[config.mk]
export PLATFORM = sky130hd
export DESIGN_NAME = verilab_chip_gpio_ctrl
export DESIGN_NICKNAME = d
export VERILOG_FILES = /design/src/rtl/proj_param_pkg.sv /design/src/rtl/verilab_chip_gpio_pkg.sv /design/src/rtl/verilab_chip_gpio_sync_db.sv /design/src/rtl/verilab_chip_gpio_ctrl.sv
export SDC_FILE = /design/constraint.sdc
export NUM_CORES = 1
export LEC_CHECK = 0
export ABC_CLOCK_PERIOD_IN_PS = 17500
export BUFFER_PORTS_ARGS = -buffer_cell sky130_fd_sc_hd__buf_2
export CELL_PAD_IN_SITES_DETAIL_PLACEMENT = 0
export CELL_PAD_IN_SITES_GLOBAL_PLACEMENT = 1
export CORE_UTILIZATION = 47
export DETAILED_ROUTE_END_ITERATION = 16
export PLACE_DENSITY = 0.9
export SYNTH_ARGS = -nofsm -noshare
export SYNTH_HDL_FRONTEND = slang
export SYNTH_SLANG_ARGS = --single-unit
[constraint.sdc]
create_clock -name clk_i -period 17.5 [get_ports clk_i]
set_input_delay 5.25 -clock clk_i [delete_from_list [all_inputs] [get_ports clk_i]]
set_output_delay 5.25 -clock clk_i [all_outputs]
set_load 0.02 [all_outputs]
[src/rtl/proj_param_pkg.sv]
// -----------------------------------------------------------------------------
// proj_param_pkg
// Project-wide parameters that are shared by several blocks.
// PROJ_GPIO : maximum GPIO pin count per bank across the project (1..64).
// -----------------------------------------------------------------------------
package proj_param_pkg;

    localparam int unsigned PROJ_GPIO = 32;

endpackage

[src/rtl/verilab_chip_gpio_pkg.sv]
// -----------------------------------------------------------------------------
// verilab_chip_gpio_pkg
// Shared definitions for the GPIO bank controller: register word addresses,
// address width and the default pin count of a bank.
// -----------------------------------------------------------------------------
package verilab_chip_gpio_pkg;

    localparam int unsigned GPIO_DEFAULT = proj_param_pkg::PROJ_GPIO;
    localparam int unsigned REG_ADDR_W   = 4;

    typedef enum logic [REG_ADDR_W-1:0] {
        REG_DATA_OUT   = 4'd0,
        REG_DIR        = 4'd1,
        REG_DATA_IN    = 4'd2,
        REG_IRQ_EN     = 4'd3,
        REG_IRQ_RISE   = 4'd4,
        REG_IRQ_FALL   = 4'd5,
        REG_IRQ_STATUS = 4'd6,
        REG_DB_LIMIT   = 4'd7
    } gpio_reg_e;

endpackage

[src/rtl/verilab_chip_gpio_sync_db.sv]
// -----------------------------------------------------------------------------
// verilab_chip_gpio_sync_db
// One pin's input conditioning: SYNC_STAGES-deep synchroniser followed, when
// GPIO_DEBOUNCE_EN is defined, by a saturating debounce counter.
// Ports:
//   clk_i, rst_i  bank clock, asynchronous active-high reset
//   pin_i         asynchronous pad input
//   db_limit_i    debounce limit (GPIO_DEBOUNCE_EN only); 0 = pass-through
//   in_o          conditioned pin value
// -----------------------------------------------------------------------------
module verilab_chip_gpio_sync_db #(
    parameter int SYNC_STAGES = 2
`ifdef GPIO_DEBOUNCE_EN
    ,
    parameter int DB_W = 8
`endif
) (
    input  logic            clk_i,
    input  logic            rst_i,
    input  logic            pin_i,
`ifdef GPIO_DEBOUNCE_EN
    input  logic [DB_W-1:0] db_limit_i,
`endif
    output logic            in_o
);

    logic [SYNC_STAGES-1:0] sync_q;
    logic                   sync_val;

    always_ff @(posedge clk_i or posedge rst_i) begin
        if (rst_i) begin
            sync_q <= '0;
        end else begin
            sync_q <= {sync_q[SYNC_STAGES-2:0], pin_i};
        end
    end

    assign sync_val = sync_q[SYNC_STAGES-1];

`ifdef GPIO_DEBOUNCE_EN
    logic [DB_W-1:0] cnt_q;
    logic            db_q;

    // db_q keeps tracking the synchronised value while the limit is 0 so a
    // later non-zero limit starts from a consistent state.
    always_ff @(posedge clk_i or posedge rst_i) begin
        if (rst_i) begin
            cnt_q <= '0;
            db_q  <= 1'b0;
        end else if (db_limit_i == '0) begin
            cnt_q <= '0;
            db_q  <= sync_val;
        end else if (sync_val == db_q) begin
            cnt_q <= '0;
        end else if (cnt_q == db_limit_i) begin
            cnt_q <= '0;
            db_q  <= sync_val;
        end else if (cnt_q != '1) begin
            cnt_q <= cnt_q + DB_W'(1);
        end
    end

    assign in_o = (db_limit_i == '0) ? sync_val : db_q;
`else
    assign in_o = sync_val;
`endif

endmodule

[src/rtl/verilab_chip_gpio_ctrl.sv]
// -----------------------------------------------------------------------------
// verilab_chip_gpio_ctrl
// GPIO bank controller: register file, per-pin input conditioning, edge
// detection, W1C interrupt status and a single registered level IRQ.
// Optional feature macro: GPIO_DEBOUNCE_EN (per-pin debounce + DB_LIMIT reg).
// Ports:
//   clk_i, rst_i        bank clock, asynchronous active-high reset
//   reg_wr_i, reg_rd_i  single-cycle write / read strobes
//   reg_addr_i          word address
//   reg_wdata_i         write data
//   reg_rdata_o         read data, registered, valid with reg_rvalid_o
//   reg_rvalid_o        read response, one cycle after reg_rd_i
//   gpio_in_i           asynchronous pad inputs
//   gpio_out_o          pad output values
//   gpio_oe_o           pad output enables (1 = drive)
//   irq_o               registered |(IRQ_STATUS & IRQ_EN)
// -----------------------------------------------------------------------------
module verilab_chip_gpio_ctrl
    import verilab_chip_gpio_pkg::*;
#(
    parameter int GPIO        = GPIO_DEFAULT,
    parameter int SYNC_STAGES = 2,
    parameter int DB_W        = 8
) (
    input  logic                  clk_i,
    input  logic                  rst_i,
    input  logic                  reg_wr_i,
    input  logic                  reg_rd_i,
    input  logic [REG_ADDR_W-1:0] reg_addr_i,
    input  logic [GPIO-1:0]       reg_wdata_i,
    output logic [GPIO-1:0]       reg_rdata_o,
    output logic                  reg_rvalid_o,
    input  logic [GPIO-1:0]       gpio_in_i,
    output logic [GPIO-1:0]       gpio_out_o,
    output logic [GPIO-1:0]       gpio_oe_o,
    output logic                  irq_o
);

    if (GPIO < 1 || GPIO > 64 || SYNC_STAGES < 2 || DB_W < 1) begin : g_param_chk
        $error("verilab_chip_gpio_ctrl: illegal parameter value");
    end

    logic [GPIO-1:0] data_out_q, data_out_d;
    logic [GPIO-1:0] dir_q, dir_d;
    logic [GPIO-1:0] irq_en_q, irq_en_d;
    logic [GPIO-1:0] irq_rise_q, irq_rise_d;
    logic [GPIO-1:0] irq_fall_q, irq_fall_d;
    logic [GPIO-1:0] irq_status_q, irq_status_d;
    logic [GPIO-1:0] in_prev_q;
    logic [GPIO-1:0] rdata_q, rdata_d;
    logic            rvalid_q;
    logic            irq_q, irq_d;

    logic [GPIO-1:0] in_q;
    logic [GPIO-1:0] pin_event;
    logic [GPIO-1:0] clr_mask;
    logic [GPIO-1:0] rd_mux;

`ifdef GPIO_DEBOUNCE_EN
    logic [DB_W-1:0] db_limit_q, db_limit_d;
    logic [DB_W+GPIO-1:0] db_wr_ext;
    logic [DB_W+GPIO-1:0] db_rd_ext;

    // Zero-extend both ways so any GPIO/DB_W ratio slices cleanly.
    assign db_wr_ext = {{DB_W{1'b0}}, reg_wdata_i};
    assign db_rd_ext = {{GPIO{1'b0}}, db_limit_q};
`endif

    for (genvar i = 0; i < GPIO; i++) begin : g_pin
`ifdef GPIO_DEBOUNCE_EN
        verilab_chip_gpio_sync_db #(
            .SYNC_STAGES (SYNC_STAGES),
            .DB_W        (DB_W)
        ) u_sync_db (
            .clk_i      (clk_i),
            .rst_i      (rst_i),
            .pin_i      (gpio_in_i[i]),
            .db_limit_i (db_limit_q),
            .in_o       (in_q[i])
        );
`else
        verilab_chip_gpio_sync_db #(
            .SYNC_STAGES (SYNC_STAGES)
        ) u_sync_db (
            .clk_i (clk_i),
            .rst_i (rst_i),
            .pin_i (gpio_in_i[i]),
            .in_o  (in_q[i])
        );
`endif
    end

    assign pin_event = (in_q & ~in_prev_q & irq_rise_q) | (~in_q & in_prev_q & irq_fall_q);

    always_comb begin
        data_out_d = data_out_q;
        dir_d      = dir_q;
        irq_en_d   = irq_en_q;
        irq_rise_d = irq_rise_q;
        irq_fall_d = irq_fall_q;
        clr_mask   = '0;
`ifdef GPIO_DEBOUNCE_EN
        db_limit_d = db_limit_q;
`endif
        if (reg_wr_i) begin
            case (reg_addr_i)
                REG_DATA_OUT:   data_out_d = reg_wdata_i;
                REG_DIR:        dir_d      = reg_wdata_i;
                REG_IRQ_EN:     irq_en_d   = reg_wdata_i;
                REG_IRQ_RISE:   irq_rise_d = reg_wdata_i;
                REG_IRQ_FALL:   irq_fall_d = reg_wdata_i;
                REG_IRQ_STATUS: clr_mask   = reg_wdata_i;
`ifdef GPIO_DEBOUNCE_EN
                REG_DB_LIMIT:   db_limit_d = db_wr_ext[DB_W-1:0];
`endif
                default: ;
            endcase
        end
        // A fresh event overrides a clear landing in the same cycle.
        irq_status_d = (irq_status_q & ~clr_mask) | pin_event;
        irq_d        = |(irq_status_q & irq_en_q);
    end

    always_comb begin
        rd_mux = '0;
        case (reg_addr_i)
            REG_DATA_OUT:   rd_mux = data_out_q;
            REG_DIR:        rd_mux = dir_q;
            REG_DATA_IN:    rd_mux = in_q;
            REG_IRQ_EN:     rd_mux = irq_en_q;
            REG_IRQ_RISE:   rd_mux = irq_rise_q;
            REG_IRQ_FALL:   rd_mux = irq_fall_q;
            REG_IRQ_STATUS: rd_mux = irq_status_q;
`ifdef GPIO_DEBOUNCE_EN
            REG_DB_LIMIT:   rd_mux = db_rd_ext[GPIO-1:0];
`endif
            default:        rd_mux = '0;
        endcase
        rdata_d = reg_rd_i ? rd_mux : rdata_q;
    end

    always_ff @(posedge clk_i or posedge rst_i) begin
        if (rst_i) begin
            data_out_q   <= '0;
            dir_q        <= '0;
            irq_en_q     <= '0;
            irq_rise_q   <= '0;
            irq_fall_q   <= '0;
            irq_status_q <= '0;
            in_prev_q    <= '0;
            rdata_q      <= '0;
            rvalid_q     <= 1'b0;
            irq_q        <= 1'b0;
`ifdef GPIO_DEBOUNCE_EN
            db_limit_q   <= '0;
`endif
        end else begin
            data_out_q   <= data_out_d;
            dir_q        <= dir_d;
            irq_en_q     <= irq_en_d;
            irq_rise_q   <= irq_rise_d;
            irq_fall_q   <= irq_fall_d;
            irq_status_q <= irq_status_d;
            in_prev_q    <= in_q;
            rdata_q      <= rdata_d;
            rvalid_q     <= reg_rd_i;
            irq_q        <= irq_d;
`ifdef GPIO_DEBOUNCE_EN
            db_limit_q   <= db_limit_d;
`endif
        end
    end

    assign gpio_out_o   = data_out_q;
    assign gpio_oe_o    = dir_q;
    assign reg_rdata_o  = rdata_q;
    assign reg_rvalid_o = rvalid_q;
    assign irq_o        = irq_q;

endmodule

==> flow_summary.json <==
{
  "ir_drop_mv": 0.0872,
  "synth-edff-count": 0,
  "numCtsBuffers": 35,
  "slew_headroom_pct": 26.4,
  "cts.sinks": 322,
  "drtPass1Iterations": 7,
  "fin_tns_setup_ns": 0,
  "cp_slowest_cell": "nand3_2",
  "critPathTopFamily": "simple AND/OR/NAND/NOR gates",
  "nets": 1235,
  "synth_top_cells_by_area": "dfrtp_1 61%, mux2_2 10%, mux2i_1 4.8%, mux2_1 3.6%, nand2_1 2.5%",
  "rr_worst_depth": 3,
  "arrival_ns": 7.80,
  "vias": 9094,
  "period_minus_slack_ns": 7.42,
  "holdCritStartpoint": "g_pin[9].u_sync_db.sync_q[0]",
  "synth_seq_cells": 322,
  "holdPathEnd": "g_pin[9].u_sync_db.sync_q[1]",
  "die_y_um": 170,
  "postSynthAreaPerCell_um2": 13.2,
  "maxCapViolations": 0,
  "path_cells": "buf_2, nand2b_1, nor2_4, nand3_2, mux2_1",
  "multi_input_comb_area_um2": 4910,
  "ys_types": 37,
  "pin_count": 170,
  "path_clk_slew_ns": 0.06,
  "max_stage_delay_ns": 0.80,
  "n_antenna_cell": 0,
  "worstPathMaxFanout": 36,
  "status": "complete, no violations",
  "coreArea_um2": 27800,
  "drv_slew": 0,
  "drtAntennaViolNets": 0,
  "cts.path.max_buffers": 3,
  "finalCritPeriodShare_pct": 42.4,
  "drc": 0,
  "ys_seq_area_share_pct": 60.9,
  "rrSetupSlack_ns": 15.91,
  "synth_xor_area_share_pct": 0,
  "post_cts_resize_count": 0,
  "critPathBufInv": 1,
  "power.density_nw_per_um2": 129,
  "synth_top_family_by_area": "multiplexers",
  "grt_max_degree": 103,
  "clock.fmax_ghz": 0.135,
  "hold_buffers": 0,
  "rows": 61,
  "synth_top_flop_cell": "dfrtp_1",
  "drt_iter0_drc": 733,
  "endpoint_kind": "flip-flop",
  "yosys.area_share.simple_pct": 7.20,
  "area_delta_synth_final_pct": 17.8,
  "mappedNetlistArea_um2": 13200,
  "worstSetupPathType": "in2reg",
  "antenna_found_initial": 1,
  "track_usage_pct": 24.0,
  "async_reset_ff_share_pct": 100,
  "required_ns": 17.88,
  "drive_gt1_share_pct": 31.6,
  "synthCells": 1001,
  "cts_setup_buffers": 0,
  "rsz0062_at_grt": "no",
  "n_fill_cell": 2344,
  "yosys_warnings": 0,
  "gp_congestion": 0.812,
  "grt_pass1_wl_mm": 52.5,
  "finalHoldViolCount": 0,
  "cts_tree": "done",
  "final-setup-viol-count": 0,
  "yosysTopAreaCellShare_pct": 60.9,
  "synthMuxAreaShare_pct": 18.5,
  "start_util_pct": 47.7,
  "hold_path_depth": 0,
  "wl_per_cell_um": 21.9,
  "fin_skew_ns": 0.0138,
  "instances_no_fill": 1564,
  "regArea_um2": 8060,
  "portBuffers": 169,
  "clock_latency_ns": 0.51,
  "synth_compound_area_share_pct": 11.1,
  "grt_pass1_vias": 9070,
  "p_leak_nw": 7.06,
  "clockRootBuffer": "clkbuf_16",
  "hold_path.class": "reg2reg",
  "via_per_inst": 5.81,
  "r2r_start": "irq_status_q[25]",
  "h-tree-depth": 2,
  "start_kind": "primary input",
  "synthAdderAreaFrac_pct": 0,
  "overflow": 0,
  "dieArea_um2": 28800,
  "tightestPinTransition_ns": 1.10,
  "reg2reg_to": "irq_o",
  "routed_wl_mm": 34.3,
  "yosys.area.top_type": "dfrtp_1",
  "place_hpwl_mm": 21.5,
  "die_x_um": 170,
  "dp.cells": 1504,
  "synth_nets": 1073
}
power breakdown:
group	leakage [nW]	internal (mW)	switching [mW]
Sequential	3.83	0.858	0.0949
Combinational	2.65	0.145	0.175
Clock	0.579	0.452	0.293
Total	7.06	1.45	0.563
state kept, by name, summed over array words and instances (netlist names):
name and flops:
g_pin.u_sync_db.sync_q 64, gpio_oe_o 32, gpio_out_o 32, in_prev_q 32, irq_en_q 32, irq_fall_q 32, irq_o 1, irq_rise_q 32
irq_status_q 32, reg_rdata_o 32, reg_rvalid_o 1
worst max path at each step:
stage	startpoint	end	slack [ns]	cells past startpoint
final	reg_addr_i[0]	irq_en_q[30]	10.08	5
after global routing	reg_addr_i[0]	irq_en_q[30]	10.00	5
after CTS	reg_addr_i[0]	irq_en_q[30]	10.15	5
after detailed placement	reg_addr_i[0]	irq_en_q[30]	9.64	5
after global placement	reg_addr_i[0]	irq_en_q[0]	9.66	5
after floorplan	rst_i	g_pin[0].u_sync_db.sync_q[0]	3.34	1
area by class of cell:
| class | count | area share (%) |
|---|---|---|
| clock buffer | 48 | 6.78 |
| sequential | 322 | 51.7 |
| timing repair buffer | 183 | 6.11 |
| multi-input combinational | 618 | 31.5 |
| inverter | 3 | 0.120 |
| clock inverter | 12 | 0.778 |
| tap | 378 | 3.03 |
layer usage:
layer | track usage (%) | vias up | share of wire (%)
li1 | - | 3998 | -
met1 | 32.8 | 4670 | 42
met4 | 7.72 | 2 | 2.5
met2 | 38.4 | 354 | 48
met5 | 0 | - | 0.023
met3 | 5.12 | 70 | 7.3
placed cells by master, fill, tap and decap left out, types with 2 or more instances in the layout:
cell type / Yosys / final
a21o_1: 32 / 32
a21oi_1: 15 / 15
a221o_1: 24 / 24
a22oi_1: 40 / 40
a32o_1: 7 / 7
buf_2: 31 / 168
buf_4: 6 / 15
bufinv_16: 0 / 2
clkbuf_1: 18 / 2
clkbuf_16: 0 / 37
clkbuf_8: 0 / 9
clkinv_2: 0 / 6
clkinvlp_4: 0 / 3
dfrtp_1: 322 / 322
inv_1: 3 / 2
mux2_1: 42 / 42
mux2_2: 119 / 119
mux2i_1: 64 / 64
nand2_1: 89 / 88
nand2b_1: 2 / 2
nand3_2: 1 / 2
nand3b_1: 33 / 33
nand4_1: 4 / 4
nor2b_1: 34 / 31
nor2b_2: 1 / 3
o21ai_0: 58 / 58
o21ai_1: 6 / 6
o22ai_1: 32 / 32
or3b_1: 2 / 2
Yosys cell counts (2+ instances only):
cell type	number
nor2b_1	34
buf_2	31
mux2_2	119
nand2b_1	2
o22ai_1	32
buf_4	6
o21ai_1	6
a21o_1	32
a22oi_1	40
nor2_1	2
inv_1	3
nand3b_1	33
dfrtp_1	322
o21ai_0	58
buf_6	2
a32o_1	7
mux2i_1	64
mux2_1	42
a221o_1	24
clkbuf_1	18
nand4_1	4
nand3_1	2
a21oi_1	15
nand2_1	89
or3b_1	2
kinds of logic after synthesis:
family | after synthesis
simple gates | 176
flops | 322
mux | 225
buf+inv | 61
compound gates | 217
through the flow:
stage | power (mW) | hold slack [ns] | util [%] | instance area (um^2) | setup slack [ns]
after global routing | 2.10 | 0.353 | 56.1 | 15600 | 10.00
after CTS | 2.03 | 0.347 | 56.1 | 15600 | 10.15
final | 2.02 | 0.342 | 56.1 | 15600 | 10.08
after global placement | 1.27 | 0.333 | 51.9 | 14400 | 9.66
after detailed placement | 1.28 | 0.335 | 51.9 | 14400 | 9.64
after floorplan | 1.16 | 0.331 | - | 13200 | 3.34
worst reg2reg max path: stages (launching register included):
cell and delay [ns]:
dfrtp_1 0.42, a22oi_1 0.36, nand4_1 0.15, or4_1 0.53
(Power assumes the default switching activity.)
